==> src/rtl/serializer_feeder.sv <==
// serializer_feeder
// Byte FIFO in front of an external 8-bit parallel-load serializer. Bytes
// written on wr_data are queued, then handed one at a time to the serializer
// through a LOAD/SHIFT handshake. A watchdog limits how long SHIFT waits for
// ser_done. Each completed byte is counted in tx_count.
//
// Optional feature: define TX_GAP_EN to compile in the GAP state. GAP keeps the
// serializer in reset for GAP_CYCLES cycles between bytes.
//
// Ports:
//   clk          sole clock, rising edge
//   reset        asynchronous, active-low reset
//   wr_data      byte to queue
//   wr_en        write strobe, one byte per cycle
//   full, empty  FIFO status
//   overflow     sticky, a write was attempted while full
//   ser_data     byte presented to the serializer, stable during SHIFT
//   ser_start    serializer start
//   ser_reset    serializer reset, active-high
//   ser_done     serializer done_transmit, only looked at in SHIFT
//   busy         FSM is not in IDLE
//   timeout_err  sticky, ser_done did not arrive within TIMEOUT_CYCLES
//   tx_count     bytes completed, wraps at 16 bits
module serializer_feeder #(
  parameter int FIFO_DEPTH     = 8,
  parameter int TIMEOUT_CYCLES = 32,
  parameter int GAP_CYCLES     = 4
) (
  input  logic        clk,
  input  logic        reset,
  input  logic [7:0]  wr_data,
  input  logic        wr_en,
  output logic        full,
  output logic        empty,
  output logic        overflow,
  output logic [7:0]  ser_data,
  output logic        ser_start,
  output logic        ser_reset,
  input  logic        ser_done,
  output logic        busy,
  output logic        timeout_err,
  output logic [15:0] tx_count
);

  localparam int AW      = (FIFO_DEPTH > 1) ? $clog2(FIFO_DEPTH) : 1;
  // One counter serves both the SHIFT watchdog and the GAP delay, so it is
  // sized for whichever limit is larger.
  localparam int CNT_MAX = (TIMEOUT_CYCLES > GAP_CYCLES) ? TIMEOUT_CYCLES : GAP_CYCLES;
  localparam int CW      = $clog2(CNT_MAX + 1);

  typedef enum logic [1:0] {
    IDLE  = 2'd0,
    LOAD  = 2'd1,
    SHIFT = 2'd2
`ifdef TX_GAP_EN
    ,
    GAP   = 2'd3
`endif
  } state_t;

  state_t          state;
  state_t          state_next;
  logic [7:0]      mem [FIFO_DEPTH];
  logic [AW-1:0]   wr_ptr;
  logic [AW-1:0]   rd_ptr;
  logic [AW:0]     count;
  logic [CW-1:0]   cnt;
  logic            push;
  logic            pop;
  logic            shift_done;
  logic            shift_timeout;
  logic            cnt_run;

  assign full  = (count == (AW+1)'(FIFO_DEPTH));
  assign empty = (count == '0);
  // A write while full is dropped even if a pop frees a slot in that same cycle.
  assign push  = wr_en && !full;
  assign pop   = (state == LOAD) && !empty;

  always_ff @(posedge clk) begin
    if (push) begin
      mem[wr_ptr] <= wr_data;
    end
  end

  always_ff @(posedge clk or negedge reset) begin
    if (!reset) begin
      wr_ptr   <= '0;
      rd_ptr   <= '0;
      count    <= '0;
      overflow <= 1'b0;
      ser_data <= 8'd0;
    end else begin
      if (push) begin
        wr_ptr <= wr_ptr + AW'(1);
      end
      if (pop) begin
        rd_ptr   <= rd_ptr + AW'(1);
        ser_data <= mem[rd_ptr];
      end
      if (push && !pop) begin
        count <= count + (AW+1)'(1);
      end else if (pop && !push) begin
        count <= count - (AW+1)'(1);
      end
      if (wr_en && full) begin
        overflow <= 1'b1;
      end
    end
  end

  // Next state and Moore outputs. cnt_run keeps the shared counter running
  // while SHIFT or GAP is held. Any state change restarts the counter from
  // zero.
  always_comb begin
    state_next    = state;
    shift_done    = 1'b0;
    shift_timeout = 1'b0;
    cnt_run       = 1'b0;
    ser_start     = 1'b0;
    ser_reset     = 1'b1;
    busy          = 1'b1;
    case (state)
      IDLE: begin
        busy = 1'b0;
        if (!empty) begin
          state_next = LOAD;
        end
      end
      LOAD: begin
        ser_start  = 1'b1;
        state_next = SHIFT;
      end
      SHIFT: begin
        ser_start = 1'b1;
        ser_reset = 1'b0;
        if (ser_done) begin
          shift_done = 1'b1;
`ifdef TX_GAP_EN
          state_next = GAP;
`else
          state_next = empty ? IDLE : LOAD;
`endif
        end else if (cnt == CW'(TIMEOUT_CYCLES - 1)) begin
          shift_timeout = 1'b1;
          state_next    = IDLE;
        end else begin
          cnt_run = 1'b1;
        end
      end
`ifdef TX_GAP_EN
      GAP: begin
        if (cnt == CW'(GAP_CYCLES - 1)) begin
          state_next = empty ? IDLE : LOAD;
        end else begin
          cnt_run = 1'b1;
        end
      end
`endif
      default: begin
        state_next = IDLE;
      end
    endcase
  end

  always_ff @(posedge clk or negedge reset) begin
    if (!reset) begin
      state       <= IDLE;
      cnt         <= '0;
      tx_count    <= 16'd0;
      timeout_err <= 1'b0;
    end else begin
      state <= state_next;
      cnt   <= cnt_run ? cnt + CW'(1) : '0;
      if (shift_done) begin
        tx_count <= tx_count + 16'd1;
      end
      if (shift_timeout) begin
        timeout_err <= 1'b1;
      end
    end
  end

endmodule

==> config.mk <==
export PLATFORM = sky130hd
export DESIGN_NAME = serializer_feeder
export DESIGN_NICKNAME = d
export VERILOG_FILES = /design/src/rtl/serializer_feeder.sv
export SDC_FILE = /design/constraint.sdc
export NUM_CORES = 1
export LEC_CHECK = 0
export CELL_PAD_IN_SITES_DETAIL_PLACEMENT = 2
export CELL_PAD_IN_SITES_GLOBAL_PLACEMENT = 2
export CORE_ASPECT_RATIO = 1.5
export CORE_UTILIZATION = 40
export DETAILED_ROUTE_END_ITERATION = 6
export PLACE_DENSITY = 0.81
export SLEW_MARGIN = 0
export SYNTH_ARGS = -nofsm -noshare
export SYNTH_HDL_FRONTEND = slang
export SYNTH_SLANG_ARGS = --single-unit
==> constraint.sdc <==
create_clock -name clk -period 2.7 [get_ports clk]
set_input_delay 0.27 -clock clk [delete_from_list [all_inputs] [get_ports clk]]
set_output_delay 0.27 -clock clk [all_outputs]
set_load 0.02 [all_outputs]
==> results_tabular.tex <==
\begin{tabular}{lr}
\hline
Metric & Value \\
\hline
\multicolumn{2}{l}{\textbf{Yosys}} \\
\quad Synth Warn \# & 0 \\
\quad Cell variety after synth & 42 \\
\quad Post-Synthesis Mean Instance Area & between 10 and 15 sq um \\
\quad Nets in the synthesized netlist & 340 \\
\quad Share of the synthesized area in the top cell type & 0.421 \\
\quad Top post-synthesis cells by count & edfxtp\_1 (64), dfrtp\_1 (44), nand2\_1 (27) \\
\quad Synthesized flop and latch total & 108 \\
\quad Number of standard cells after synthesis & 316 \\
\quad Share of flip-flops with an asynchronous set or reset after synthesis & 0.407 \\
\quad Flip-flop cell with the highest count after synthesis & edfxtp\_1 \\
\quad Most numerous cell in the Yosys netlist & edfxtp\_1 \\
\quad Dominant cells by area after synthesis & edfxtp\_1 (42\%), dfrtp\_1 (24\%), mux2\_2 (4.9\%) \\
\quad Post-synthesis sequential area ratio & 0.663 \\
\quad Synthesized cell area & between 0.004 and 0.005 sq mm \\
\quad Library cell with the largest summed area after synthesis & edfxtp\_1 \\
\quad Number of enable-type register cells in the synthesized netlist & 64 \\
\multicolumn{2}{l}{\textbf{Drt}} \\
\quad Number of nets still failing antenna checks after routing & 0 \\
\quad Via-per-instance ratio & 5.25 \\
\quad Routed length per placed instance & 20.6 microns \\
\quad Via count & $\sim$2800 \\
\quad 1st-pass router iterations & 4 \\
\quad DRT Wirelength & about 11000 microns \\
\quad Residual DRC count & 0 \\
\quad DRC marker count from the first detailed-route iteration & 81 \\
\multicolumn{2}{l}{\textbf{Die}} \\
\quad CORE AREA & 0.0111 sq mm \\
\quad IO Pins & 43 \\
\quad Die extent in y & between 100 and 150 microns \\
\quad Starting Density & 0.413 \\
\quad Horizontal die dimension & between 80 and 90 microns \\
\quad Site row count & 47 \\
\quad Full die area & 0.0118 sq mm \\
\multicolumn{2}{l}{\textbf{Timing}} \\
\quad Total negative setup slack & 0 ps \\
\quad Headroom to the max-slew limit & 0.290 \\
\quad Setup-violating endpoint count in the final report & 0 \\
\quad Final Max Slew Viols & 0 \\
\quad Highest Clock Rate & 0.393 GHz \\
\quad Layout Skew & 5.86 ps \\
\quad Fin crit period & 2540 ps \\
\quad Total count of hold-check failures in the final report & 0 \\
\quad Slew at the pin closest to its max-slew limit & between 1000 and 1500 ps \\
\quad Tcrit/Tclk final & 0.941 \\
\multicolumn{2}{l}{\textbf{Worst setup path}} \\
\quad Data required time at the worst endpoint & 2910 ps \\
\quad Worst setup EP type & flop \\
\quad Worst Setup Start Kind & flop \\
\quad Critical R2R Capture & count[3]\$\_DFFE\_PN0P\_ \\
\quad Endpoint arrival time on the critical path & roughly 2800 ps \\
\quad Setup CP Type & reg -> reg \\
\quad Highest fanout seen on the critical path & 5 \\
\quad Register-to-Register Path Depth & 8 \\
\quad R2r setup slk & 160 ps \\
\quad RR Startpoint & count[0]\$\_DFFE\_PN0P\_ \\
\multicolumn{2}{l}{\textbf{Layout}} \\
\quad P\&R area growth vs syn & 20.1\% \\
\quad FF/Latch Area & $\sim$0.0030 sq mm \\
\quad Nets & 396 \\
\quad Layout Utilization & 0.495 \\
\quad Final std cell area, no fill & 0.00548 sq mm \\
\quad Ant. Diodes & 0 \\
\quad Number of inserted filler cells in the final layout & between 1000 and 1500 \\
\quad Share of layout cells above drive strength 1 & 0.154 \\
\quad Multi-input combinational cell area & 0.00145 sq mm \\
\multicolumn{2}{l}{\textbf{GRT}} \\
\quad Overall track demand over capacity in global routing & 0.202 \\
\quad Sum of overflow across all layers after global routing & 0 \\
\quad Largest net degree at the start of global routing & 45 \\
\quad Wire length of the first global-routing pass & 16800 microns \\
\quad Vias in the first global route & 3133 \\
\quad Number of antenna violations at the first check in global routing & 0 \\
\multicolumn{2}{l}{\textbf{Clocking}} \\
\quad TritonCTS sink count & 108 \\
\quad Num CTS Buffers & 9 \\
\quad Buffer depth of the longest clock path & 2 \\
\quad Clock tree from TritonCTS & yes \\
\quad Master cell of the clock root buffer & clkbuf\_16 \\
\quad Clock transition at the registers of the reported paths & 70 ps \\
\quad Clock latency reported for the late side of the worst-skew pair & 340 ps \\
\quad H-tree Lvls & 3 \\
\multicolumn{2}{l}{\textbf{Pwr}} \\
\quad Internal power & between 3 and 4 mW \\
\quad Static Leak & $\sim$2.1 nW \\
\quad Proportion of power drawn by flip-flops and latches & 0.418 \\
\quad Worst ir drop on vdd & 0.535 mV \\
\quad Power per Cell Area & $\sim$1000 mW/mm\^{}2 \\
\quad Part of the power in the clock network & 0.212 \\
\quad Net Sw Frac & 0.353 \\
\quad Final total power & $\sim$5.7 mW \\
\quad NetSw & 2.02 mW \\
\quad Comb power frac & 0.371 \\
\multicolumn{2}{l}{\textbf{Placed design}} \\
\quad Count of port buffers added during placement & 42 \\
\quad Final GP Congestion & 0.710 \\
\quad Area after DPL & 0.00519 sq mm \\
\quad Post-detail-place hpwl & 7810 microns \\
\multicolumn{2}{l}{\textbf{Status}} \\
\quad Result of the run & finished clean \\
\multicolumn{2}{l}{\textbf{Flow run}} \\
\quad Total of max-cap violations & 0 \\
\multicolumn{2}{l}{\textbf{Worst hold path}} \\
\quad Hold crit path type & in -> async \\
\hline
\end{tabular}
-- layout make-up --
| class | instances | share of cell area |
|---|---|---|
| multi-input combinational | 189 | 0.265 |
| tap | 147 | 0.0336 |
| inverter | 9 | 0.00617 |
| sequential | 108 | 0.552 |
| timing repair buffer | 55 | 0.0937 |
| clock inverter | 4 | 0.00480 |
| clock buffer | 12 | 0.0450 |
-- state kept, by name (all words and copies together) (netlist names) --
signal	count
cnt	6
rd_ptr	3
state	2
tx_count	16
wr_ptr	3
count	4
ser_data	8
overflow	1
mem	64
timeout_err	1
-- power by group through the flow --
stage | Combinational [mW] | Sequential (mW) | Clock [mW]
floorplan | 1.26 | 2.46 | 0
global placement | 2.01 | 2.38 | 0
detailed placement | 2.13 | 2.43 | 0
CTS | 2.16 | 2.40 | 1.25
global route | 2.33 | 2.43 | 1.30
finish | 2.12 | 2.39 | 1.21
-- how the worst max path moves through the flow --
stage / slack (ps) / end / from / depth (start not counted)
4_1_cts: 60 / count[3]$_DFFE_PN0P_ / count[0]$_DFFE_PN0P_ / 9
6_report: 160 / count[3]$_DFFE_PN0P_ / count[0]$_DFFE_PN0P_ / 8
5_1_grt: -6 / count[3]$_DFFE_PN0P_ / count[0]$_DFFE_PN0P_ / 8
3_3_place_gp: 130 / count[3]$_DFFE_PN0P_ / count[0]$_DFFE_PN0P_ / 9
2_1_floorplan: 30 / count[3]$_DFFE_PN0P_ / count[0]$_DFFE_PN0P_ / 10
3_5_place_dp: -40 / count[3]$_DFFE_PN0P_ / count[0]$_DFFE_PN0P_ / 9
-- worst max-delay path: stages, from the launching register on --
cell and delay (ps):
dfrtp_2 480, nor4_4 370, nand2b_1 180, ha_2 240, inv_2 80, ha_1 270, a21o_1 220, a2111oi_1 420
o31ai_1 140
-- cell usage in the layout (no fill, tap or decap), drive strengths merged, types with 2 or more instances in the layout --
master | synthesis | final
and3 | 2 | 2
ha | 11 | 11
mux2i | 17 | 17
xnor2 | 15 | 15
xor2 | 9 | 9
inv | 9 | 9
buf | 8 | 14
nand3 | 11 | 11
mux2 | 20 | 20
dfrtp | 44 | 44
nor3 | 10 | 10
nor4 | 2 | 2
o21ai | 11 | 11
a21oi | 2 | 2
o31ai | 2 | 2
a22oi | 8 | 8
clkbuf | 2 | 12
nand2 | 27 | 27
clkdlybuf4s50 | 0 | 41
edfxtp | 64 | 64
nand2b | 6 | 6
a21o | 2 | 2
nor2 | 14 | 14
o221ai | 8 | 8
clkinv | 0 | 3
-- logic make-up (layout without fill, tap and decap cells) --
kind of cell,count (synthesis),count (layout),share of synthesized area
buffers and inverters,19,80,0.0211
multiplexers,37,37,0.0867
AO/OA/AOI/OAI,37,37,0.0573
AND/OR/NAND/NOR,79,79,0.0916
XOR/XNOR,24,24,0.0461
adder cells (fa/ha/maj),12,12,0.0346
flip-flops,108,108,0.663
-- through the flow --
stage	std cells	hold slack, ps	worst slack, ps
floorplan	316	-25.6	26.7
global placement	507	445	134
detailed placement	507	457	-39.0
CTS	523	173	63.6
global route	524	193	-6.39
finish	524	108	159
-- per-layer routing --
| metal | track usage | wire length (microns) |
|---|---|---|
| met1 | 0.197 | 3760 |
| met5 | 0 | 0 |
| met4 | 0.0758 | 191 |
| met3 | 0.0343 | 294 |
| met2 | 0.400 | 6530 |
-- what timing repair did --
action | CTS | global route
resized for setup | 3 | 2
pin swaps | 0 | 1
setup buffers | 0 | 1
setup endpoints to repair | 1 | 1
hold buffers | 0 | 0
Note: power is estimated with default switching activity, not from simulation.
==> edit 1 (config.mk and constraints unchanged) <==
Re-encode `state_t` (3 states) as one-hot, 3 bits wide.
--- a/src/rtl/serializer_feeder.sv
+++ b/src/rtl/serializer_feeder.sv
@@ -50,6 +50,6 @@
 
-  typedef enum logic [1:0] {
-    IDLE  = 2'd0,
-    LOAD  = 2'd1,
-    SHIFT = 2'd2
+  typedef enum logic [2:0] {
+    IDLE  = 3'b001,
+    LOAD  = 3'b010,
+    SHIFT = 3'b100
 `ifdef TX_GAP_EN
Check against the original RTL: same outputs for any inputs over 10 cycles, from zero or initial values and one cycle with reset low; not proved beyond that.
==> edit 1 against the original RTL <==
- setup slack got worse by 110 ps
- wire length decreased by 1.2%
- sequential cell count increased by 1
- sequential share of layout area increased by 0.40 points
- total power decreased by 1.4%
- the run now ends with hold timing left
- cell area increased by 0.18%
- largest power group unchanged
- area after synthesis decreased by 1.1%
- die area decreased by 1.1%
- largest cell class unchanged
- synthesized cell count decreased by 8.2%
- count of clock-buffer cells in the layout decreased by 2
==> edit 1: results <==
export IMPL_status="finished with violations"
export IMPL_violations="hold timing"
export IMPL_antenna_found_initial=0
export IMPL_io_buffer_count=42
export IMPL_synth_commonest_cells="edfxtp_1, dfrtp_1, nand2_1, xnor2_1, mux4_2"
export IMPL_ir_worst_vdd_uv=444
export IMPL_hold_class="input port to async pin"
export IMPL_clock_path_buffers=2
export IMPL_drtIter0Drc=68
export IMPL_p_leak_nw=2.09
export IMPL_synth_area_leaders="edfxtp_1, dfrtp_1, mux4_2"
export IMPL_clkTransAtPathRegs_ps=80
export IMPL_grtUsageTotal_pct=20.1
export IMPL_fin_nets=369
export IMPL_skew_ps=13.0
export IMPL_grt_pass1_vias=2974
export IMPL_critPathMaxFanout=7
export IMPL_top_register="mem"
export IMPL_grt_pass1_wl_um=16700
export IMPL_r2r_slack_ps=50
export IMPL_dp_worst_setup_slack_ps=16.8
export IMPL_cp_arrival_ps=2880
export IMPL_nFillCells=1033
export IMPL_placed_cells=484
export IMPL_wire_per_inst_um=21.2
export IMPL_syn_nets=310
export IMPL_hold_viol=7
export IMPL_gp_congestion=0.741
export IMPL_slew_headroom_pct=45.7
export IMPL_synth_area_per_cell_um2=15.6
export IMPL_hpwlAfterDp_um=7000
export IMPL_synth_edf_count=64
export IMPL_htree_levels=3
export IMPL_numCtsBuffers=9
export IMPL_internal_power_mw=3.72
export IMPL_n_antenna_cell=0
export IMPL_grt_max_degree=34
export IMPL_avgViaCountPerCell=5.19
export IMPL_dr_pass1_iters=4
export IMPL_cts_root_buf="clkbuf_16"
export IMPL_layoutNonFillerInstCount=501
export IMPL_clk_latency_ps=350
export IMPL_synth_seq_area_share_pct=67.6
export IMPL_yosysWarningCount=0
export IMPL_ys_async_sr_fraction_pct=41.3
export IMPL_fmax_ghz=0.378
export IMPL_reg_top3="mem: 64 flops, tx_count: 16 flops, ser_data: 8 flops"
export IMPL_fin_hold_ws_ps=-3.83
export IMPL_synthDistinctLibCells=43
export IMPL_drive_above_1_share_pct=18.1
## edit 1: worst paths after layout
kind                       startpoint           to  cells after the start
max                          state[2]     count[3]                     10
min                             reset       cnt[2]                      1
max reg2reg                  state[2]     count[3]                     10
min reg2reg                    cnt[0]       cnt[0]                      1
max in group asynchronous       reset  tx_count[4]                      2
min in group clk               cnt[0]       cnt[0]                      1
## edit 1: timing repair
action / in CTS / in global routing
gates resized for setup: 1 / 6
setup buffers: 0 / 1
pin swaps: 0 / 1
endpoints found under the hold margin: 0 / 0
endpoints found under the setup margin: 1 / 1
## edit 1: cells by family after synthesis
kind of cell	synth area share [%]
flip-flops	67.6
AND/OR/NAND/NOR	10.4
buffers and inverters	1.75
XOR/XNOR	4.85
multiplexers	10.5
AO/OA/AOI/OAI	2.55
adder cells (fa/ha/maj)	2.38
## edit 1: final cells by class
| cell class | instances | share of cell area (%) |
|---|---|---|
| flip-flops and latches | 109 | 55.6 |
| multi-input cells | 167 | 25.5 |
| repair buffers | 57 | 9.62 |
| clock buffers | 10 | 4.17 |
| well taps | 147 | 3.35 |
| clock inverters | 6 | 1.39 |
| inverters | 5 | 0.342 |
## edit 1: critical path, stage by stage, from the launching register on
cell and delay (ps):
dfrtp_1 450, or3b_4 450, nor2_4 130, inv_2 60, ha_2 210, inv_2 120
ha_1 240, a21o_1 230, a21oi_1 240, mux2i_1 280, o31ai_1 110
## edit 1: per-stage QoR
| step | setup TNS [ps] | cell area (um2) | power [mW] |
|---|---|---|---|
| floorplan | 0 | 4510 | 3.54 |
| CTS | 0 | 5460 | 5.70 |
| global placement | 0 | 5160 | 4.09 |
| finish | 0 | 5490 | 5.64 |
| global route | -70.2 | 5490 | 5.96 |
| detailed placement | 0 | 5160 | 4.25 |
## edit 1: routing by layer
metal / GRT usage (%) / vias to the layer above / share of wire (%) / wire (um)
met5: 0 / - / 0 / 0
met4: 6.81 / 0 / 1.6 / 165
met3: 4.13 / 9 / 3.1 / 331
met2: 35.3 / 47 / 56 / 5910
met1: 24.2 / 1363 / 40 / 4230
li1: - / 1181 / - / -
## edit 1: power by group through the flow
stage               registers, mW  clock network (mW)  logic, mW
floorplan                    2.45                   0       1.09
global placement             2.47                   0       1.62
detailed placement           2.51                   0       1.74
CTS                          2.49                1.43       1.78
global route                 2.54                1.47       1.96
finish                       2.48                1.37       1.79
==> edit 2 (same settings) <==
Made on the original files. The option `TX_GAP_EN` is turned on by a define.
--- a/src/rtl/serializer_feeder.sv
+++ b/src/rtl/serializer_feeder.sv
@@ -23,2 +23,4 @@
 //   tx_count     bytes completed, wraps at 16 bits
+`define TX_GAP_EN
+
 module serializer_feeder #(
Behaviour: not the same (Yosys sat finds a counterexample within 10 cycles, from zero or initial values and one cycle with reset low).
==> edit 2 against the original RTL <==
- area after synthesis is 1.5% lower
- combinational power is 5% lower
- maximum frequency is 0.23% lower
- setup slack worse by 5.8 ps
- first-iteration DRC count is 11% lower
- cell area is 0.69% lower
- synthesized cell count is 10% lower
- total power is 1.9% higher
- wire length is 3.2% lower
- sequential cell count stayed put
==> edit 2: results <==
export IMPL_synth_area_leaders="edfxtp_1, dfrtp_1, mux4_2"
export IMPL_hold_class="input port to async pin"
export IMPL_drive_above_1_share_pct=15.1
export IMPL_critPathMaxFanout=4
export IMPL_gp_congestion=0.705
export IMPL_synth_compound_area_share_pct=2.59
export IMPL_dp_worst_setup_slack_ps=187
export IMPL_synthAdderAreaFrac_pct=3.79
export IMPL_synth_seq_area_share_pct=67.3
export IMPL_clock_power_mw=1.36
export IMPL_skew_ps=11.9
export IMPL_r2r_start="count[2]"
export IMPL_seq_power_mw=2.46
export IMPL_grt_pass1_wl_um=16500
export IMPL_post_cts_resize_count=0
export IMPL_synth_commonest_cells="edfxtp_1, dfrtp_1, nand2_1, xnor2_1, mux4_2"
export IMPL_status="complete, no violations"
export IMPL_placed_cells=476
export IMPL_hpwlAfterDp_um=7070
export IMPL_use_met3_pct=4.38
export IMPL_ir_worst_vdd_uv=506
export IMPL_powerComb_mw=2.01
export IMPL_internal_power_mw=3.80
export IMPL_grtUsageTotal_pct=20.1
export IMPL_p_leak_nw=2.07
export IMPL_wl_um=10400
export IMPL_synthDistinctLibCells=41
export IMPL_place_area_mm2=0.00512
export IMPL_met2_usage_pct=34.4
export IMPL_syn_nets=309
export IMPL_drtIter0Drc=72
export IMPL_layoutNonFillerInstCount=492
export IMPL_syn_inst=284
export IMPL_slew_headroom_pct=32.8
export IMPL_fin_nets=365
export IMPL_dr_total_vias=2562
export IMPL_synth_xor_area_share_pct=5.07
export IMPL_grt_pass1_vias=2877
export IMPL_muxShareOfSynthArea_pct=11.0
export IMPL_cp_arrival_ps=2820
[edit 2: path summary, 6_finish.rpt]
path	end	slack, ps	cells after the start
max in group asynchronous	ser_data[7]	1990	1
hold reg to reg	overflow	460	1
min in group clk	overflow	460	1
setup / recovery	count[3]	150	9
hold / removal	tx_count[11]	90	1
setup reg to reg	count[3]	150	9
[edit 2: cell type report]
cell class | instances | area (um2)
clock buffer | 9 | 225
timing repair buffer | 53 | 498
inverter | 11 | 42.5
sequential | 108 | 3020
multi-input combinational | 157 | 1380
fill | 1031 | 5560
tap | 147 | 184
clock inverter | 7 | 86.3
[edit 2: worst max-delay path, stage by stage, from the launching register on]
cell	delay, ps
dfrtp_1	440
or4_4	610
nand2_4	100
ha_1	160
inv_1	110
ha_1	290
a21o_1	180
a21oi_1	210
mux2i_1	240
xnor2_1	130
[edit 2: metal layers]
layer / up-vias / wire, um
li1: 1159 / -
met1: 1314 / 4030
met2: 63 / 5680
met3: 26 / 354
met4: 0 / 362
met5: - / 0
